File: config.mk
export PLATFORM = sky130hd
export DESIGN_NAME = timer_arbiter_flat
export DESIGN_NICKNAME = d
export VERILOG_FILES = /design/src/rtl/timer_arbiter_if.sv /design/src/rtl/timer_arbiter.sv /design/src/flat_wrapper.sv
export SDC_FILE = /design/constraint.sdc
export NUM_CORES = 1
export LEC_CHECK = 0
export ABC_AREA = 1
export CORE_ASPECT_RATIO = 0.8
export CORE_UTILIZATION = 41
export CTS_BUF_LIST = sky130_fd_sc_hd__clkbuf_4 sky130_fd_sc_hd__clkbuf_8 sky130_fd_sc_hd__clkbuf_16
export DETAILED_ROUTE_END_ITERATION = 7
export GPL_TIMING_DRIVEN = 0
export PLACE_DENSITY = 0.85
export SKIP_CTS_REPAIR_TIMING = 1
export SYNTH_ARGS = -nofsm -noshare
export SYNTH_HDL_FRONTEND = slang
export SYNTH_SLANG_ARGS = --single-unit
File: constraint.sdc
create_clock -name clk -period 1.48 [get_ports clk]
set_input_delay 0.296 -clock clk [delete_from_list [all_inputs] [get_ports clk]]
set_output_delay 0.296 -clock clk [all_outputs]
set_load 0.05 [all_outputs]
File: src/rtl/timer_arbiter_if.sv
// Bus bundle for timer_arbiter: request/length inputs and grant/status outputs.
interface timer_arbiter_if #(
  parameter int unsigned CW = 4
);
  logic [3:0]      req_i;
  logic [4*CW-1:0] len_i;
  logic [3:0]      gnt_o;
  logic [3:0]      done_o;
  logic            busy_o;
  logic [CW-1:0]   count_o;

  // Requester side: drives requests and lengths, observes grant status.
  modport master (
    output req_i,
    output len_i,
    input  gnt_o,
    input  done_o,
    input  busy_o,
    input  count_o
  );

  // Arbiter side.
  modport slave (
    input  req_i,
    input  len_i,
    output gnt_o,
    output done_o,
    output busy_o,
    output count_o
  );
endinterface

File: src/rtl/timer_arbiter.sv
// Four-requester round-robin arbiter sharing one down-counter.
// A winner owns the counter for len+1 RUN cycles, then gets a one-cycle
// done pulse; dropping its request mid-run aborts without a done pulse.
module timer_arbiter #(
  parameter int unsigned CW = 4
) (
  input  logic          clk,
  input  logic          rst,
  timer_arbiter_if.slave bus
);

  typedef enum logic [1:0] {
    IDLE = 2'd0,
    RUN  = 2'd1,
    DONE = 2'd2
  } state_t;

  state_t        state_q, state_d;
  logic [3:0]    gnt_q,   gnt_d;
  logic [3:0]    done_q,  done_d;
  logic          busy_q,  busy_d;
  logic [CW-1:0] count_q, count_d;
  logic [1:0]    ptr_q,   ptr_d;

  logic          win_vld;
  logic [1:0]    win_idx;
  logic [CW-1:0] win_len;
  logic          own_req;

  // Round-robin search: candidates ptr+1, ptr+2, ptr+3, then ptr itself.
  always_comb begin
    win_vld = 1'b0;
    win_idx = ptr_q;
    for (int unsigned i = 1; i <= 4; i++) begin
      if (!win_vld && bus.req_i[2'(ptr_q + 2'(i))]) begin
        win_vld = 1'b1;
        win_idx = 2'(ptr_q + 2'(i));
      end
    end
  end

  // Winner's length and the owner's live request bit.
  always_comb begin
    win_len = bus.len_i[win_idx*CW +: CW];
    own_req = |(bus.req_i & gnt_q);
  end

  // State register; reset overrides every transition.
  always_ff @(posedge clk) begin
    if (rst) begin
      state_q <= IDLE;
    end else begin
      state_q <= state_d;
    end
  end

  // Next-state logic; abort is checked before completion in RUN.
  always_comb begin
    state_d = state_q;
    case (state_q)
      IDLE: begin
        if (win_vld) state_d = RUN;
      end
      RUN: begin
        if (!own_req)            state_d = IDLE;
        else if (count_q == '0)  state_d = DONE;
      end
      DONE: begin
        state_d = IDLE;
      end
      default: begin
        state_d = IDLE;
      end
    endcase
  end

  // Registered outputs and arbitration pointer for the next cycle.
  always_comb begin
    gnt_d   = gnt_q;
    done_d  = '0;
    count_d = count_q;
    ptr_d   = ptr_q;
    case (state_q)
      IDLE: begin
        gnt_d   = '0;
        count_d = '0;
        if (win_vld) begin
          gnt_d   = 4'b0001 << win_idx;
          count_d = win_len;
          ptr_d   = win_idx;
        end
      end
      RUN: begin
        if (!own_req) begin
          gnt_d   = '0;
          count_d = '0;
        end else if (count_q == '0) begin
          done_d  = gnt_q;
        end else begin
          count_d = count_q - CW'(1);
        end
      end
      DONE: begin
        gnt_d   = '0;
        count_d = '0;
      end
      default: begin
        gnt_d   = '0;
        count_d = '0;
      end
    endcase
    busy_d = |gnt_d;
  end

  // Datapath registers; ptr resets to 3 so requester 0 wins first.
  always_ff @(posedge clk) begin
    if (rst) begin
      gnt_q   <= '0;
      done_q  <= '0;
      busy_q  <= 1'b0;
      count_q <= '0;
      ptr_q   <= 2'd3;
    end else begin
      gnt_q   <= gnt_d;
      done_q  <= done_d;
      busy_q  <= busy_d;
      count_q <= count_d;
      ptr_q   <= ptr_d;
    end
  end

  assign bus.gnt_o   = gnt_q;
  assign bus.done_o  = done_q;
  assign bus.busy_o  = busy_q;
  assign bus.count_o = count_q;

endmodule

File: src/flat_wrapper.sv
// flat-port wrapper written by rule: the top's interface ports become plain ports
module timer_arbiter_flat 
#(
  parameter int unsigned CW = 4
)
  (clk, rst, bus_req_i, bus_len_i, bus_gnt_o, bus_done_o, bus_busy_o, bus_count_o);
  timer_arbiter_if #(.CW(CW)) bus_i ();
  input  logic clk;
  input  logic rst;
  input wire logic [$bits(bus_i.req_i)-1:0] bus_req_i;
  input wire logic [$bits(bus_i.len_i)-1:0] bus_len_i;
  output wire logic [$bits(bus_i.gnt_o)-1:0] bus_gnt_o;
  output wire logic [$bits(bus_i.done_o)-1:0] bus_done_o;
  output wire logic [$bits(bus_i.busy_o)-1:0] bus_busy_o;
  output wire logic [$bits(bus_i.count_o)-1:0] bus_count_o;
  assign bus_i.req_i = bus_req_i;
  assign bus_i.len_i = bus_len_i;
  assign bus_gnt_o = bus_i.gnt_o;
  assign bus_done_o = bus_i.done_o;
  assign bus_busy_o = bus_i.busy_o;
  assign bus_count_o = bus_i.count_o;
  timer_arbiter #(.CW(CW)) u_core (.clk(clk), .rst(rst), .bus(bus_i));
endmodule
==> run summary, run 1 <==
Detailed Route WL = 3210 um
Gr ovfl total = 0
Finish-stage setup viols = 11
Die X = 61.4 um
CTS tree = built
Initial Util = 45.1%
DP Area = 1550 um^2
Max clock buf depth = 2
Number of port buffers = 34
Die Ht = 49.5 um
Max_cap viols = 0
Share of cells above drive strength 1 = 32.3%
Largest net degree at the start of global routing = 11
Rows = 16
Post-DRT Antenna Nets = 0
Outcome = finished, violations left
Vias/cell = 5.00
Drt first pass iters = 4
Clock sinks = 17
Initial antenna violation count = 0
Fillers = 223
FF+latch count, synth = 17
# diodes = 0
Total track usage = 19.3%
H-Tree Depth = 1
Max incr delay on CP = 0.39 ns
Post-place setup slack = -0.555 ns
Crit-path max FO = 8
Vias after detailed routing = 1355
Required time of the worst setup path = 1.68 ns
# IOs = 35
Synth Cell Area = 1160 um^2
Power Dens Cells = 2410 nW/um^2
Global-route wire length before repair = 4410 um
Ranking of synthesized cells by area = dfxtp_1, nand2_1, nand3_1, nand2_2, inv_1
Maximum vdd ir drop = 1190 uV
P&R area growth vs syn = 61.1%
Placer Congestion = 0.807
HP Class = reg2reg
Synth top area share = 29.4%
HPWL Detailed = 2130 um
Die area = 3040 um^2
Relative slew slack = 64.7%
Starting DRT DRC Count = 54
Clk_skew = 0.00443 ns
Warnings from Yosys = 0
Fin worst setup slack = -0.277 ns
Worst Path Class, Setup = reg2reg
Yosys cell types = 21
Worst-Margin Slew = 0.529 ns
Fin crit period = 1.76 ns
Vias in the first global route = 1037
Clk_lat worst skew = 0.30 ns
Overall Power = 0.00448 W
Layout Nets = 260
Final-report max-slew violation count = 0
Most common cell after layout, fill and taps aside = nand2_1
Core area = 2560 um^2
Commonest non-fill, non-tap cells in the layout = nand2_1, nand3_1, clkdlybuf4s50_1
Reg clk slew, reported paths = 0.11 ns
Average size of a mapped cell = 6.12 um^2
WL per Instance = 11.8 um
Fmax = 569 MHz
Failing checks = negative setup slack
Root Buffer = clkbuf_4
CP startpoint kind = register
Crit end category = register
Post-synthesis sequential area ratio = 29.4%
Final Hold Viols = 0
CP arrival = 1.96 ns
DRC viols = 0
Critical path, cell by cell = buf_8 -> nand2_2 -> nand2_2 -> nand2_2 -> nand2_4 -> or2_4 -> nand2_2 -> nand2_2 -> nand2_4 -> nand3_2 -> nand3_2 -> nand2_1 -> nand2_1 -> nand2_1
Synthesized instance count = 189
RSZ-0062 raised after global routing = yes
Design Area, Final = 1860 um^2
Most used cell, CP = nand2_2
Mapped Nets = 213
Post-synth top area cell = dfxtp_1
CTS Buf Count = 3
Final cycle utilization of the critical path = 119%
Critical path's slowest cell = dfxtp_4
P_leak = 1.05 nW
-- area by class of cell --
cell class	instances	area [um^2]	area share (%)
repair buffers	42	440	23.6
flip-flops and latches	17	355	19.1
clock inverters	1	5.00	0.269
clock buffers	3	22.5	1.21
multi-input cells	148	881	47.3
plain buffers	1	15.0	0.806
well taps	36	45.0	2.42
inverters	23	98.8	5.31
-- through the flow --
| step | utilization, % | hold slack (ns) | TNS (ns) | instances |
|---|---|---|---|---|
| 2_1_floorplan | - | 0.360 | -0.0429 | 189 |
| 3_3_place_gp | 60.6 | 0.446 | -7.26 | 259 |
| 3_5_place_dp | 60.6 | 0.447 | -7.61 | 259 |
| 4_1_cts | 61.7 | 0.465 | -5.93 | 263 |
| 5_1_grt | 72.7 | 0.493 | -3.35 | 271 |
| 6_report | 72.7 | 0.462 | -2.21 | 271 |
-- synth_stat cells --
library cell	count
a211oi_1	1
a21oi_1	10
a22o_1	1
buf_6	1
dfxtp_1	17
ha_1	2
inv_1	19
inv_2	4
nand2_1	62
nand2_2	12
nand2_4	3
nand3_1	28
nand3_2	2
nor2_1	15
nor2_2	2
nor3_1	1
o21ai_0	5
o21ai_1	1
o22ai_1	1
or2_1	1
xor2_1	1
-- cells by family after synthesis --
family	Yosys count	synth area share, %
xor gates and xnor gates	1	0.758
DFF	17	29.4
adders and majority gates	2	2.16
AOI/OAI and AO/OA	19	8.87
buffers and inverters	24	8.44
and+or+nand+nor	126	50.3
-- final timing paths --
check | cells past startpoint | from | end | slack (ns)
max reg2reg | 14 | u_core.ptr_q[0] | u_core.bus.count_o[1] | -0.28
min | 2 | u_core.bus.gnt_o[2] | u_core.bus.done_o[2] | 0.46
min reg2reg | 2 | u_core.bus.gnt_o[2] | u_core.bus.done_o[2] | 0.46
max | 14 | u_core.ptr_q[0] | u_core.bus.count_o[1] | -0.28
-- registers in the layout, summed over array words and instances, names as in the netlist --
name                flops
u_core.ptr_q            2
u_core.bus.gnt_o        4
u_core.bus.busy_o       1
u_core.bus.count_o      4
u_core.bus.done_o       4
u_core.state_q          2
-- metal layers --
metal	wire (um)	vias to the layer above	global-route usage (%)
met5	0	-	0
met4	20	0	3.33
met3	178	5	4.72
met2	1570	44	28.8
met1	1450	607	28.3
li1	-	699	-
-- worst max-delay path, delay by kind of cell, from the launching register on --
kind                   cells  cell delay (ns)
flip-flops                 1             0.39
buffers and inverters      1             0.14
AND/OR/NAND/NOR           13             1.13
-- power by group --
group          internal [W]  switching, W
logic               0.00128       0.00217
clock network      0.000101      0.000162
registers          0.000627      0.000138
total               0.00201       0.00247
No activity file was read; power rests on OpenSTA's default activity.
==> run 2, diff against run 1 <==
Settings changed: CORE_MARGIN set to 2, MAX_ROUTING_LAYER set to met4.
==> run 2 against run 1 <==
Critical endpoint is now u_core.bus.count_o[3]; final area increased by 6.0%; the run still ends with negative setup slack left; power increased by 6.9%; clock power decreased by 7%.
==> run summary, run 2 (synthesis gave the netlist of run 1 again) <==
Detailed Route WL = 3280 um
Initial antenna violation count = 0
Layout Nets = 259
Most common cell after layout, fill and taps aside = nand2_1
Endpoint of the worst register-to-register path = u_core.bus.count_o[3]
Clk_lat worst skew = 0.29 ns
RSZ-0062 raised after global routing = yes
Vias in the first global route = 1091
Die area = 3260 um^2
Max incr delay on CP = 0.39 ns
P&R area growth vs syn = 70.8%
Root Buffer = clkbuf_4
HP Class = reg2reg
H-Tree Depth = 1
Final Hold Viols = 0
Bufs and invs on worst path = 2
Power Dens Cells = 2430 nW/um^2
Total track usage = 17.6%
Die Ht = 51.5 um
Fin worst setup slack = -0.280 ns
Placer Congestion = 0.850
Commonest non-fill, non-tap cells in the layout = nand2_1, nand3_1, clkdlybuf4s50_1
Hold Crit Depth = 2
Core area = 2720 um^2
Finish-stage setup viols = 12
Gr ovfl total = 0
Max clock buf depth = 2
Largest net degree at the start of global routing = 11
Worst Path Class, Setup = reg2reg
Global-route wire length before repair = 4460 um
Critical path's slowest cell = dfxtp_4
Starting DRT DRC Count = 27
Maximum vdd ir drop = 1170 uV
Final cycle utilization of the critical path = 119%
Hold wc startpoint = u_core.bus.gnt_o[2]
Outcome = finished, violations left
Clk_skew = 0.00568 ns
Reg clk slew, reported paths = 0.10 ns
Fmax = 568 MHz
Most used cell, CP = nand2_4
Share of cells above drive strength 1 = 36.8%
Relative slew slack = 64.9%
Fillers = 219
Post-DRT Antenna Nets = 0
Drt first pass iters = 4
Vias after detailed routing = 1353
Number of port buffers = 34
Final-report max-slew violation count = 0
HPWL Detailed = 2200 um
Rows = 17
Max_cap viols = 0
Fin crit period = 1.76 ns
Worst Hold End = u_core.bus.done_o[2]
CP arrival = 1.95 ns
Worst-Margin Slew = 0.526 ns
Reg2Reg Depth = 13
Required time of the worst setup path = 1.67 ns
CTS tree = built
CTS Buf Count = 3
CP startpoint kind = register
P_leak = 1.08 nW
DRC viols = 0
Initial Util = 42.5%
Failing checks = negative setup slack
Flop-to-flop setup slack = -0.28 ns
Crit end category = register
# IOs = 35
Vias/cell = 4.97
# diodes = 0
Delay-heaviest family, CP = simple AND/OR/NAND/NOR gates
Critical path, cell by cell = buf_8 -> nand2_2 -> nand2_4 -> nand2_4 -> nand2_8 -> or2_1 -> nand2_1 -> nand2_2 -> nand2_4 -> buf_4 -> nand3_2 -> nand3_2 -> a21oi_1
Final hold slack = 0.465 ns
Finished Core Util = 72.5%
Crit-path max FO = 8
WL per Instance = 12.0 um
Clock sinks = 17
Die X = 63.4 um
Reg-to-Reg Start = u_core.ptr_q[0]
==> run 2: layout make-up <==
type / instances / area, um^2 / area share, %
clock inverter: 1 / 5.00 / 0.253
sequential: 17 / 355 / 18.0
clock buffer: 3 / 22.5 / 1.14
tap: 38 / 47.5 / 2.41
multi-input combinational: 148 / 988 / 50.1
buffer: 1 / 15.0 / 0.760
timing repair buffer: 41 / 437 / 22.1
inverter: 23 / 104 / 5.26
==> run 2: stage by stage <==
stage               instances  setup WS, ns  setup TNS (ns)  area (um^2)  power [W]
floorplan                 189       -0.0148         -0.0429         1170    0.00277
detailed placement        261        -0.568           -7.82         1560    0.00339
finish                    272        -0.280           -2.02         1970    0.00479
global route              272        -0.401           -3.06         1970    0.00515
CTS                       265        -0.317           -6.02         1580    0.00363
global placement          261        -0.539           -7.29         1560    0.00334
==> run 2: how the worst max path moves through the flow <==
stage | from | to | slack (ns) | cells past startpoint
floorplan | u_core.ptr_q[0] | u_core.bus.count_o[0] | -0.01 | 15
CTS | u_core.bus.count_o[2] | bus_count_o[2] | -0.32 | 1
detailed placement | bus_req_i[0] | u_core.bus.count_o[1] | -0.57 | 14
finish | u_core.ptr_q[0] | u_core.bus.count_o[3] | -0.28 | 13
global placement | bus_req_i[0] | u_core.bus.count_o[1] | -0.54 | 14
global route | u_core.ptr_q[0] | u_core.bus.count_o[1] | -0.40 | 14
==> run 2: power breakdown <==
| group | internal (W) | switching (W) |
|---|---|---|
| clock network | 0.000100 | 0.000144 |
| logic | 0.00140 | 0.00239 |
| registers | 0.000627 | 0.000138 |
| total | 0.00212 | 0.00267 |
==> run 2: tightest hold or removal path: stages, from the launching register on <==
cell and delay [ns]:
dfxtp_2 0.35, inv_1 0.05, nor2_1 0.03
==> run 2: routing by layer <==
| metal | routed length [um] | track usage [%] |
|---|---|---|
| met5 | 0 | - |
| met4 | 29 | 2.17 |
| met3 | 190 | 4.11 |
| met2 | 1580 | 28.1 |
| met1 | 1480 | 23.7 |
==> run 3, diff against run 2 <==
Clock period 1.48 ns to 1.55 ns, I/O delays scaled along.
==> run 3 against run 2 <==
The run still ends with negative setup slack left; critical path depth stayed put; core utilization rose by 2.4 points; sequential power fell by 4.6%; fmax decreased by 3.0%; routed wire length is 10% higher; clock power grew 4%; largest cell class unchanged; largest power group unchanged.
==> run summary, run 3 (synthesis gave the netlist of run 1 again) <==
Outcome = finished, violations left
Failing checks = negative setup slack
Vias after detailed routing = 1384
Fin crit period = 1.81 ns
Clk_lat worst skew = 0.31 ns
Most used cell, CP = nand2_4
Placed insts = 261
Placer Congestion = 0.856
Final Hold Viols = 0
Hold Crit Depth = 2
Worst Hold End = u_core.bus.done_o[3]
Finish-stage setup viols = 11
Reg2Reg Depth = 13
Flop-to-flop setup slack = -0.26 ns
Worst-Margin Slew = 0.519 ns
HPWL Detailed = 2170 um
Share of cells above drive strength 1 = 37.9%
CTS Buf Count = 3
Power Dens Cells = 2430 nW/um^2
Gr ovfl total = 0
Max clock buf depth = 2
Initial Util = 42.5%
Largest net degree at the start of global routing = 11
Layout Nets = 257
H-Tree Depth = 1
CTS tree = built
Hold wc startpoint = u_core.bus.gnt_o[3]
Worst Path Class, Setup = reg2reg
Final cycle utilization of the critical path = 117%
Crit end category = register
DRC viols = 0
Clk_skew = 0.00900 ns
Clock sinks = 17
# IOs = 35
P&R area growth vs syn = 76.4%
Commonest non-fill, non-tap cells in the layout = nand2_1, clkdlybuf4s50_1, inv_1, nand2_4, dlymetal6s2s_1
Initial antenna violation count = 0
Required time of the worst setup path = 1.74 ns
Vias in the first global route = 1087
Core area = 2720 um^2
Fillers = 215
CP arrival = 2.01 ns
Global-route wire length before repair = 4610 um
Starting DRT DRC Count = 117
Detailed Route WL = 3620 um
CP startpoint kind = register
Post-place setup slack = -0.547 ns
Die X = 63.4 um
Vias/cell = 5.13
Number of port buffers = 34
Die Ht = 51.5 um
Maximum vdd ir drop = 1190 uV
Reg clk slew, reported paths = 0.11 ns
Endpoint of the worst register-to-register path = u_core.bus.busy_o
# diodes = 0
Critical path's slowest cell = dfxtp_4
Rows = 17
Fin worst setup slack = -0.265 ns
Final-report max-slew violation count = 0
Relative slew slack = 65.4%
Post-DRT Antenna Nets = 0
Die area = 3260 um^2
Reg-to-Reg Start = u_core.ptr_q[0]
Finished Core Util = 74.9%
RSZ-0062 raised after global routing = yes
P_leak = 1.10 nW
Max_cap viols = 0
Crit-path max FO = 8
HP Class = reg2reg
Total track usage = 18.5%
DP Area = 1550 um^2
Overall Power = 0.00495 W
WL per Instance = 13.4 um
Most common cell after layout, fill and taps aside = nand2_1
Root Buffer = clkbuf_4
Design Area, Final = 2040 um^2
Max incr delay on CP = 0.39 ns
Drt first pass iters = 5
Critical path, cell by cell = buf_8 -> nand2_4 -> nand2_4 -> nand2_4 -> nand2_8 -> nor2_4 -> nand3_2 -> nand2_4 -> inv_4 -> nand2_1 -> o21ai_2 -> nor2_1 -> a21oi_1
Fmax = 551 MHz
Non-filler instance count after layout = 270
-- run 3: per-stage QoR --
step,TNS (ns),hold WS (ns)
after floorplan,0,0.374
after global placement,-6.29,0.446
after detailed placement,-6.90,0.450
after CTS,-4.96,0.466
after global routing,-2.74,0.484
final,-1.79,0.456
-- run 3: area by class of cell --
cell class	count	area [um^2]	share of cell area, %
multi-input cells	148	1060	51.9
repair buffers	39	430	21.1
inverters	23	106	5.21
clock inverters	1	5.00	0.245
well taps	38	47.5	2.33
plain buffers	1	15.0	0.736
clock buffers	3	22.5	1.10
flip-flops and latches	17	354	17.4
-- run 3: where the power goes --
part / switching [W] / internal, W
registers: 0.000133 / 0.000597
clock network: 0.000156 / 0.0000965
logic: 0.00251 / 0.00146
-- run 3: how the worst max path moves through the flow --
stage	from	to	slack, ns	depth (start not counted)
2_1_floorplan	u_core.ptr_q[0]	u_core.bus.count_o[0]	0.02	14
3_3_place_gp	bus_req_i[0]	u_core.bus.count_o[1]	-0.50	12
3_5_place_dp	bus_req_i[3]	u_core.bus.count_o[1]	-0.55	14
4_1_cts	u_core.ptr_q[1]	u_core.bus.count_o[1]	-0.27	15
5_1_grt	u_core.ptr_q[0]	u_core.bus.busy_o	-0.36	13
6_report	u_core.ptr_q[0]	u_core.bus.busy_o	-0.26	13
-- run 3: critical path: cells and delay by family, from the launching register on --
family / cells / cell delay [ns]
buf+inv: 2 / 0.22
flops: 1 / 0.39
simple gates: 9 / 0.92
compound gates: 2 / 0.15
-- run 3: metal layers --
layer  GRT usage [%]  routed length (um)  share of wire, %  vias to the layer above
li1                -                   -                 -                      693
met1            24.2                1540                42                      634
met2            29.5                1820                50                       50
met3            4.76                 192               5.3                        7
met4            3.26                  70               1.9                        0
met5               -                   0                 0                        -
